<file path="src/rtl/hilo_pkg.sv">
// Shared encodings for the HI/LO register pair and its multiply/divide engine.
package hilo_pkg;

    localparam logic [1:0] OP_MULT  = 2'b00;
    localparam logic [1:0] OP_MULTU = 2'b01;
    localparam logic [1:0] OP_DIV   = 2'b10;
    localparam logic [1:0] OP_DIVU  = 2'b11;

    localparam logic SEL_LO = 1'b0;
    localparam logic SEL_HI = 1'b1;

    typedef enum logic [1:0] {
        ST_IDLE = 2'd0,
        ST_RUN  = 2'd1,
        ST_FIN  = 2'd2
    } state_t;

endpackage

</file>
<file path="src/rtl/hilo_iter_core.sv">
// Radix-2 iterative engine on unsigned magnitudes: shift-add multiply and
// restoring shift-subtract divide, one bit per step, with its iteration counter.
module hilo_iter_core #(
    parameter int WIDTH = 32
) (
    input  logic             clk,
    input  logic             rstn,
    input  logic             load,
    input  logic             step,
    input  logic             is_div,
    input  logic [WIDTH-1:0] mag_a,
    input  logic [WIDTH-1:0] mag_b,
    output logic [WIDTH-1:0] acc_hi,
    output logic [WIDTH-1:0] acc_lo,
    output logic             last
);

    localparam int CW = $clog2(WIDTH);
    localparam logic [CW-1:0] LAST_CNT = CW'(WIDTH - 1);

    logic [CW-1:0]      cnt;
    logic               div_mode;
    logic [WIDTH-1:0]   opnd;
    logic [2*WIDTH-1:0] acc;
    logic [2*WIDTH-1:0] acc_nxt;
    logic [WIDTH:0]     add_sum;
    logic [WIDTH:0]     trial;

    // Multiply keeps the multiplier in the low half and shifts right;
    // divide keeps the dividend in the low half and shifts quotient bits in from the right.
    always_comb begin
        add_sum = {1'b0, acc[2*WIDTH-1:WIDTH]} + (acc[0] ? {1'b0, opnd} : '0);
        trial   = {acc[2*WIDTH-1:WIDTH], acc[WIDTH-1]} - {1'b0, opnd};
        acc_nxt = {add_sum, acc[WIDTH-1:1]};
        if (div_mode) begin
            if (!trial[WIDTH]) begin
                acc_nxt = {trial[WIDTH-1:0], acc[WIDTH-2:0], 1'b1};
            end else begin
                acc_nxt = {acc[2*WIDTH-2:0], 1'b0};
            end
        end
    end

    always_ff @(posedge clk) begin
        if (load) begin
            acc      <= is_div ? {{WIDTH{1'b0}}, mag_a} : {{WIDTH{1'b0}}, mag_b};
            opnd     <= is_div ? mag_b : mag_a;
            div_mode <= is_div;
        end else if (step) begin
            acc <= acc_nxt;
        end
    end

    always_ff @(posedge clk) begin
        if (!rstn) begin
            cnt <= '0;
        end else if (load) begin
            cnt <= '0;
        end else if (step) begin
            cnt <= (cnt == LAST_CNT) ? '0 : cnt + 1'b1;
        end
    end

    assign acc_hi = acc[2*WIDTH-1:WIDTH];
    assign acc_lo = acc[WIDTH-1:0];
    assign last   = (cnt == LAST_CNT);

endmodule

</file>
<file path="src/rtl/hilo_muldiv.sv">
// HI/LO register pair with handshake, sign handling and atomic commit
// of results from the iterative multiply/divide core.
module hilo_muldiv
    import hilo_pkg::*;
#(
    parameter int WIDTH = 32
) (
    input  logic             clk,
    input  logic             rstn,
    input  logic             op_valid,
    output logic             op_ready,
    input  logic [1:0]       op,
    input  logic [WIDTH-1:0] src_a,
    input  logic [WIDTH-1:0] src_b,
    input  logic             wen,
    input  logic             waddr,
    input  logic [WIDTH-1:0] wdata,
    input  logic             raddr,
    output logic [WIDTH-1:0] rdata,
    output logic             busy,
    output logic             done,
    output logic             div_by_zero
);

    function automatic logic [WIDTH-1:0] neg_w(input logic [WIDTH-1:0] v);
        return ~v + 1'b1;
    endfunction

    state_t state, state_nxt;

    logic [WIDTH-1:0] regs [2];
    logic             accept;
    logic             commit;
    logic             op_signed;
    logic             op_is_div;
    logic signed [WIDTH-1:0] sa, sb;
    logic             a_neg, b_neg;
    logic [WIDTH-1:0] mag_a, mag_b;

    logic             is_div_q;
    logic             neg_lo_q, neg_hi_q, dbz_q;
    logic [WIDTH-1:0] a_raw_q;

    logic [WIDTH-1:0] core_hi, core_lo;
    logic             core_last;
    logic [WIDTH-1:0] res_hi, res_lo;
    logic [2*WIDTH-1:0] prod, prod_neg;

    assign busy     = (state != ST_IDLE);
    assign op_ready = ~busy;
    assign accept   = op_valid & op_ready;
    assign commit   = (state == ST_FIN);

    assign op_signed = (op == OP_MULT) || (op == OP_DIV);
    assign op_is_div = (op == OP_DIV) || (op == OP_DIVU);
    assign sa        = src_a;
    assign sb        = src_b;
    assign a_neg     = op_signed && (sa < 0);
    assign b_neg     = op_signed && (sb < 0);
    assign mag_a     = a_neg ? neg_w(src_a) : src_a;
    assign mag_b     = b_neg ? neg_w(src_b) : src_b;

    always_comb begin
        state_nxt = state;
        case (state)
            ST_IDLE: if (accept) state_nxt = ST_RUN;
            ST_RUN:  if (core_last) state_nxt = ST_FIN;
            ST_FIN:  state_nxt = ST_IDLE;
            default: state_nxt = ST_IDLE;
        endcase
    end

    always_ff @(posedge clk) begin
        if (!rstn) begin
            state <= ST_IDLE;
        end else begin
            state <= state_nxt;
        end
    end

    // Product sign drives both halves; for divide the remainder follows the dividend.
    always_ff @(posedge clk) begin
        if (accept) begin
            is_div_q <= op_is_div;
            a_raw_q  <= src_a;
            neg_lo_q <= a_neg ^ b_neg;
            neg_hi_q <= op_is_div ? a_neg : (a_neg ^ b_neg);
            dbz_q    <= op_is_div && (src_b == '0);
        end
    end

    hilo_iter_core #(.WIDTH(WIDTH)) u_core (
        .clk    (clk),
        .rstn   (rstn),
        .load   (accept),
        .step   (state == ST_RUN),
        .is_div (op_is_div),
        .mag_a  (mag_a),
        .mag_b  (mag_b),
        .acc_hi (core_hi),
        .acc_lo (core_lo),
        .last   (core_last)
    );

    always_comb begin
        prod     = {core_hi, core_lo};
        prod_neg = ~prod + 1'b1;
        res_hi   = neg_lo_q ? prod_neg[2*WIDTH-1:WIDTH] : core_hi;
        res_lo   = neg_lo_q ? prod_neg[WIDTH-1:0] : core_lo;
        if (is_div_q) begin
            if (dbz_q) begin
                res_hi = a_raw_q;
                res_lo = '1;
            end else begin
                res_hi = neg_hi_q ? neg_w(core_hi) : core_hi;
                res_lo = neg_lo_q ? neg_w(core_lo) : core_lo;
            end
        end
    end

    always_ff @(posedge clk) begin
        if (!rstn) begin
            regs[SEL_LO] <= '0;
            regs[SEL_HI] <= '0;
        end else if (commit) begin
            regs[SEL_LO] <= res_lo;
            regs[SEL_HI] <= res_hi;
        end else if (wen) begin
            regs[waddr] <= wdata;
        end
    end

    always_ff @(posedge clk) begin
        if (!rstn) begin
            done        <= 1'b0;
            div_by_zero <= 1'b0;
        end else begin
            done        <= commit;
            div_by_zero <= commit && is_div_q && dbz_q;
        end
    end

    assign rdata = regs[raddr];

endmodule

</file>
<file path="config.mk">
export PLATFORM = sky130hd
export DESIGN_NAME = hilo_muldiv
export DESIGN_NICKNAME = d
export VERILOG_FILES = /design/src/rtl/hilo_pkg.sv /design/src/rtl/hilo_iter_core.sv /design/src/rtl/hilo_muldiv.sv
export SDC_FILE = /design/constraint.sdc
export NUM_CORES = 1
export LEC_CHECK = 0
export ABC_CLOCK_PERIOD_IN_PS = 7800
export CORE_UTILIZATION = 55
export DETAILED_ROUTE_END_ITERATION = 7
export GPL_TIMING_DRIVEN = 0
export PLACE_DENSITY = 0.75
export SLEW_MARGIN = 30
export SYNTH_ARGS = -nofsm -noshare
export SYNTH_HDL_FRONTEND = slang
export SYNTH_SLANG_ARGS = --single-unit
</file>
<file path="constraint.sdc">
create_clock -name clk -period 7.8 [get_ports clk]
set_input_delay 1.95 -clock clk [delete_from_list [all_inputs] [get_ports clk]]
set_output_delay 1.95 -clock clk [all_outputs]
set_load 0.05 [all_outputs]
</file>
==> impl_metrics.py, run 1 <==
metrics = {
    "layout": {
        "layout_commonest_cell": "edfxtp_1",
        "final_cell_mix": "196 x edfxtp_1, 161 x o21ai_0, 144 x nand2_1",
        "final_cell_area_mm2": 0.0196,
        "finish.net_count": 2169,
        "syn2layout_area_growth_pct": 17.3,
        "drive_gt1_frac": 0.0552,
    },
    "sta": {
        "final-max-slew-violation-count": 0,
        "setup-violations-final": 0,
        "slew-limit-headroom": 0.370,
        "min_period_over_period": 0.744,
        "finalClockSkew_ns": 0.0425,
        "worst_pin_slew_ns": 0.937,
        "rsz0062_at_grt": "no",
        "holdWs_ns": 0.496,
        "hold_viol": 0,
        "min_period_ns": 5.81,
        "fmax_ghz": 0.172,
        "fin_setup_tns_ns": 0,
    },
    "place": {
        "place_area_mm2": 0.0187,
        "place_hpwl_um": 48400,
        "gp_congestion": 1.05,
        "port-buffer-count": 137,
    },
    "critical_path": {
        "worstRegToRegCells": 12,
        "reg2reg_from": "u_core.acc[32]",
        "path_max_fanout": 10,
        "critPathArrivalTime_ns": 3.86,
        "critPathLaunchType": "primary input",
        "critPathLaunch": "raddr",
        "crit_path_end": "rdata[3]",
        "critPathKind": "in -> out",
        "cp-end-kind": "output port",
        "timing.rr.end": "u_core.acc[39]",
        "critPathRequiredTime_ns": 5.85,
        "reg2reg_slack_ns": 3.30,
    },
    "pwr": {
        "ir_worst_vdd_mv": 0.221,
        "p_per_area_mw_per_mm2": 279,
        "leakagePower_uw": 0.00784,
    },
    "drt": {
        "vias_per_cell": 6.55,
        "dr.pass1.iters": 6,
        "drt_iter0_drc": 2130,
        "drc_errors": 0,
        "vias": 15700,
        "wirelength_um": 61200,
        "postRouteAntennaNets": 0,
        "routedWlPerCell_um": 25.5,
    },
    "clocking": {
        "cts_setup_buffers": 0,
        "ctsResizeCount": 0,
        "cts_root_buffer": "clkbuf_16",
        "clock-sinks": 205,
        "cts_max_level": 1,
        "cts.path.max_buffers": 3,
        "tritoncts": "built",
        "clock_latency_ns": 0.57,
        "ctsHoldBuffers": 0,
        "cts_buffers": 25,
        "clk_pin_slew_ns": 0.06,
    },
    "grt": {
        "grt_pass1_vias": 15000,
        "overflow": 0,
        "antenna_found_initial": 2,
        "grt_max_degree": 45,
        "grt_pass1_wl_um": 90400,
        "grt_use_total": 0.392,
    },
    "die": {
        "core_mm2": 0.0298,
        "start_util": 0.561,
        "row_count": 63,
        "die_area_mm2": 0.0311,
        "ioPinCount": 140,
        "die_h_um": 176,
        "die_w_um": 176,
    },
    "min_path": {
        "hold_class": "reg -> reg",
    },
    "synthesis": {
        "async_flop_share": 0,
        "yosys_warnings": 0,
        "synth_largest_area_cell": "edfxtp_1",
        "yosys.area.top_type_share": 0.352,
        "ys_seq_area_frac": 0.363,
        "syn_inst": 1824,
        "syn_area_per_cell_um2": 9.17,
        "yosys.cell_types.count": 75,
        "syn_area_mm2": 0.0167,
        "synth_edf_count": 196,
        "synthFlopType": "edfxtp_1",
        "ys_ff_latch": 205,
        "synth.area.top_cells": "edfxtp_1 35%, mux2i_1 7.5%, xor2_1 6.9%",
        "synth_nets": 2000,
    },
    "job": {
        "drv_cap": 0,
    },
    "run_status": {
        "status": "finished clean",
    },
}
cells in the mapped netlist, types with 27 or more instances:
cell type,number
mux2_2,36
or3_1,31
a22oi_1,28
edfxtp_1,196
inv_1,59
xor2_1,132
clkbuf_1,87
nand2_1,145
nand3_1,27
a21o_1,56
o21ai_0,162
a21oi_1,140
xnor2_1,71
mux2i_1,125
nor2_1,127
ha_1,70
metrics by stage:
step | cells | util | total power (uW) | worst slack (ns)
after floorplan | 1824 | - | 3330 | 2.70
after global placement | 2351 | 0.623 | 4070 | 0.755
after detailed placement | 2356 | 0.629 | 4110 | 2.02
after CTS | 2402 | 0.658 | 5380 | 2.02
after global routing | 2403 | 0.658 | 5700 | 1.92
final | 2403 | 0.658 | 5470 | 1.99
sequential cells by signal, indices dropped and copies added, names as in the netlist, 2 cells and up:
register and cells:
regs 64, u_core.cnt 5, u_core.opnd 32, a_raw_q 32, u_core.acc 64, state 2
cell type report:
type                    count  area [um^2]
multi-input cells        1453        10000
plain buffers             107          420
flip-flops and latches    205         6070
clock buffers              30          654
well taps                 390          488
inverters                  59          221
repair buffers            142         1500
clock inverters            16          229
fillers                  2463        10200
diodes                      1         2.50
routing by layer:
layer	part of all wire	global-route usage
met3	0.11	0.0734
met1	0.41	0.534
met5	0	0
met2	0.43	0.598
met4	0.054	0.192
where the power goes:
group,switching [uW],internal [uW],total [uW]
Clock,503,769,1270
Combinational,1560,986,2550
Sequential,234,1410,1650
Total,2300,3170,5470
worst max-delay path, cell delays in order:
cell and delay (ns):
clkbuf_1 0.28, buf_1 0.49, mux2_2 0.42, clkdlybuf4s50_1 0.70
logic make-up (layout without fill, tap and decap cells):
kind of cell,Yosys count,after routing,share of synthesized area
compound gates,531,531,0.195
simple gates,486,486,0.143
flops,205,205,0.363
xor+xnor,203,203,0.106
buf+inv,166,354,0.0383
mux,161,161,0.0991
fa+ha+maj,72,72,0.0548
other cells,0,1,0
how the worst min path moves through the flow:
stage	start	end	cells past startpoint
global placement	u_core.cnt[3]	u_core.cnt[3]	2
detailed placement	u_core.cnt[3]	u_core.cnt[3]	2
global route	u_core.cnt[3]	u_core.cnt[3]	2
CTS	u_core.cnt[3]	u_core.cnt[3]	2
floorplan	u_core.cnt[3]	u_core.cnt[3]	2
finish	u_core.cnt[3]	u_core.cnt[3]	2
Note: power is estimated with default switching activity, not from simulation.
==> inputs of run 2 (changes only) <==
--- a/config.mk
+++ b/config.mk
@@ -5,7 +5,7 @@
 export SDC_FILE = /design/constraint.sdc
 export NUM_CORES = 1
 export LEC_CHECK = 0
-export ABC_CLOCK_PERIOD_IN_PS = 7800
+export ABC_CLOCK_PERIOD_IN_PS = 5500
 export CORE_UTILIZATION = 55
 export DETAILED_ROUTE_END_ITERATION = 7
 export GPL_TIMING_DRIVEN = 0
==> constraint.sdc (replaced) <==
create_clock -name clk -period 5.5 [get_ports clk]
set_input_delay 1.375 -clock clk [delete_from_list [all_inputs] [get_ports clk]]
set_output_delay 1.375 -clock clk [all_outputs]
set_load 0.05 [all_outputs]
==> results of run 2 <==
The final DEF is identical to that of run 1. Status: finished clean.
Main changes from that run: setup slack after placement 2.02 ns -> 0.740 ns; setup slack after layout 1.99 ns -> 0.845 ns; register-to-register setup slack 3.30 ns -> 1.00 ns; total power 5470 uW -> 7750 uW; worst IR drop on VDD 0.221 mV -> 0.313 mV
==> edit: new RTL, flow settings as in run 2 <==
Encoding of `state_t`: now one-hot (3 bits for 3 states).
--- a/src/rtl/hilo_pkg.sv
+++ b/src/rtl/hilo_pkg.sv
@@ -9,10 +9,10 @@
     localparam logic SEL_LO = 1'b0;
     localparam logic SEL_HI = 1'b1;
 
-    typedef enum logic [1:0] {
-        ST_IDLE = 2'd0,
-        ST_RUN  = 2'd1,
-        ST_FIN  = 2'd2
+    typedef enum logic [2:0] {
+        ST_IDLE = 3'b001,
+        ST_RUN  = 3'b010,
+        ST_FIN  = 3'b100
     } state_t;
 
 endpackage
Behaviour: no difference found for any inputs over 4 cycles, from zero or initial values and one cycle with rstn low; so few cycles prove little.
==> edit against run 2 <==
Total power decreased by 16%. Design area about the same. Synthesized cell count increased by 3.5%. Sequential cell count increased by 1. Die area increased by 0.22%. Synthesized area increased by 0.22%. Routed wire length increased by 0.66%. Register-to-register slack got worse by 0.63 ns. Non-clock buffer count increased by 1. Final cell count increased by 2.5%. Setup slack got worse by 0.47 ns. Count of clock-buffer cells in the layout increased by 4. Critical endpoint is now u_core.acc[37].
==> edit: results (changes against run 2) <==
Overall routed net length - 61.6 mm (was 61.2 mm)
Max_slew headroom - 0.359 (was 0.370)
Total GRT Usage - 0.391 (was 0.392)
Worst Skew - 0.0366 ns (was 0.0425 ns)
Signal buf overhead - 0.0974 (was 0.0980)
Metal-1 WL - 25.1 mm (was 24.9 mm)
Seq area share - 0.310 (was 0.309)
Gpl congestion - 0.980 (was 1.05)
Maximum vdd drop - 0.258 mV (was 0.313 mV)
Clock buffers - 34 (was 30)
Via count - 16000 (was 15700)
Comb_multi_in - 1511 (was 1453)
CTS Buf Count - 24 (was 25)
M2 GR Usage - 0.574 (was 0.598)
Main area contributors after synthesis - edfxtp_1, mux2i_1, xnor2_1, o21ai_0, ha_1 (was edfxtp_1, mux2i_1, xor2_1, ha_1, o21ai_0)
Non-filler cells, final - 2463 (was 2403)
Fraction of layout cells with a size suffix above 1 - 0.0560 (was 0.0552)
Non-clk bufs - 250 (was 249)
Nets - 2231 (was 2169)
Pin count of the biggest net entering global routing - 46 (was 45)
Sequential element share of the synthesized area - 0.363 (about the same)
Register bit total from synthesis - 206 (was 205)
Commonest cells post-synth - nand2_1, edfxtp_1, o21ai_0 (was edfxtp_1, o21ai_0, nand2_1)
Status - completed (unchanged)
1st-pass router iterations - 7 (was 6)
Met1 Use GR - 0.537 (was 0.534)
[edit: changes by cell type after synthesis, sizes merged, moves of 9 or more]
cell	run 2	this run
a21o	56	39
a211oi	6	18
nor2	127	165
xor2	132	84
xnor2	71	111
nor4	12	21
nand2	145	222
or3	31	17
mux2i	125	100
o21a	14	3
a21oi	140	131
o21ai	170	179
[edit: cell families after synthesis]
kind of cell | count (synthesis) | synth area share
simple gates | 589 | 0.165
compound gates | 513 | 0.188
flops | 206 | 0.363
xor+xnor | 195 | 0.102
buf+inv | 171 | 0.0393
mux | 142 | 0.0880
fa+ha+maj | 72 | 0.0547
[edit: power by group]
part           internal, mW  leakage [nW]  switching, mW  total, mW
logic                  1.02          5.26           1.63       2.65
clock network          1.05         0.424          0.694       1.75
registers              1.95          1.98          0.188       2.14
total                  4.02          7.67           2.51       6.53
[edit: final timing paths]
kind	startpoint	endpoint	slack (ns)	cells after the start
worst max-delay path	u_core.acc[32]	u_core.acc[37]	0.37	13
worst min register to register	u_core.cnt[3]	u_core.cnt[3]	0.50	2
worst max register to register	u_core.acc[32]	u_core.acc[37]	0.37	13
worst min-delay path	u_core.cnt[3]	u_core.cnt[3]	0.50	2
[edit: through the flow]
stage / TNS (ns) / area, um^2
after global placement: -121.06 / 18600
after global routing: 0 / 19600
final: 0 / 19600
after CTS: 0 / 19600
after detailed placement: 0 / 18800
after floorplan: 0 / 16800
[edit: critical path: stages, from the launching register on]
cell and delay, ns:
edfxtp_1 0.66, inv_1 0.23, fa_1 0.49, nand2b_1 0.18
a21oi_1 0.19, o2111ai_1 0.22, a31oi_1 0.63, a2111oi_0 0.27
or2_2 0.37, a211oi_2 0.57, clkbuf_1 0.63, nor2_1 0.12
a21oi_1 0.19, o22ai_1 0.10
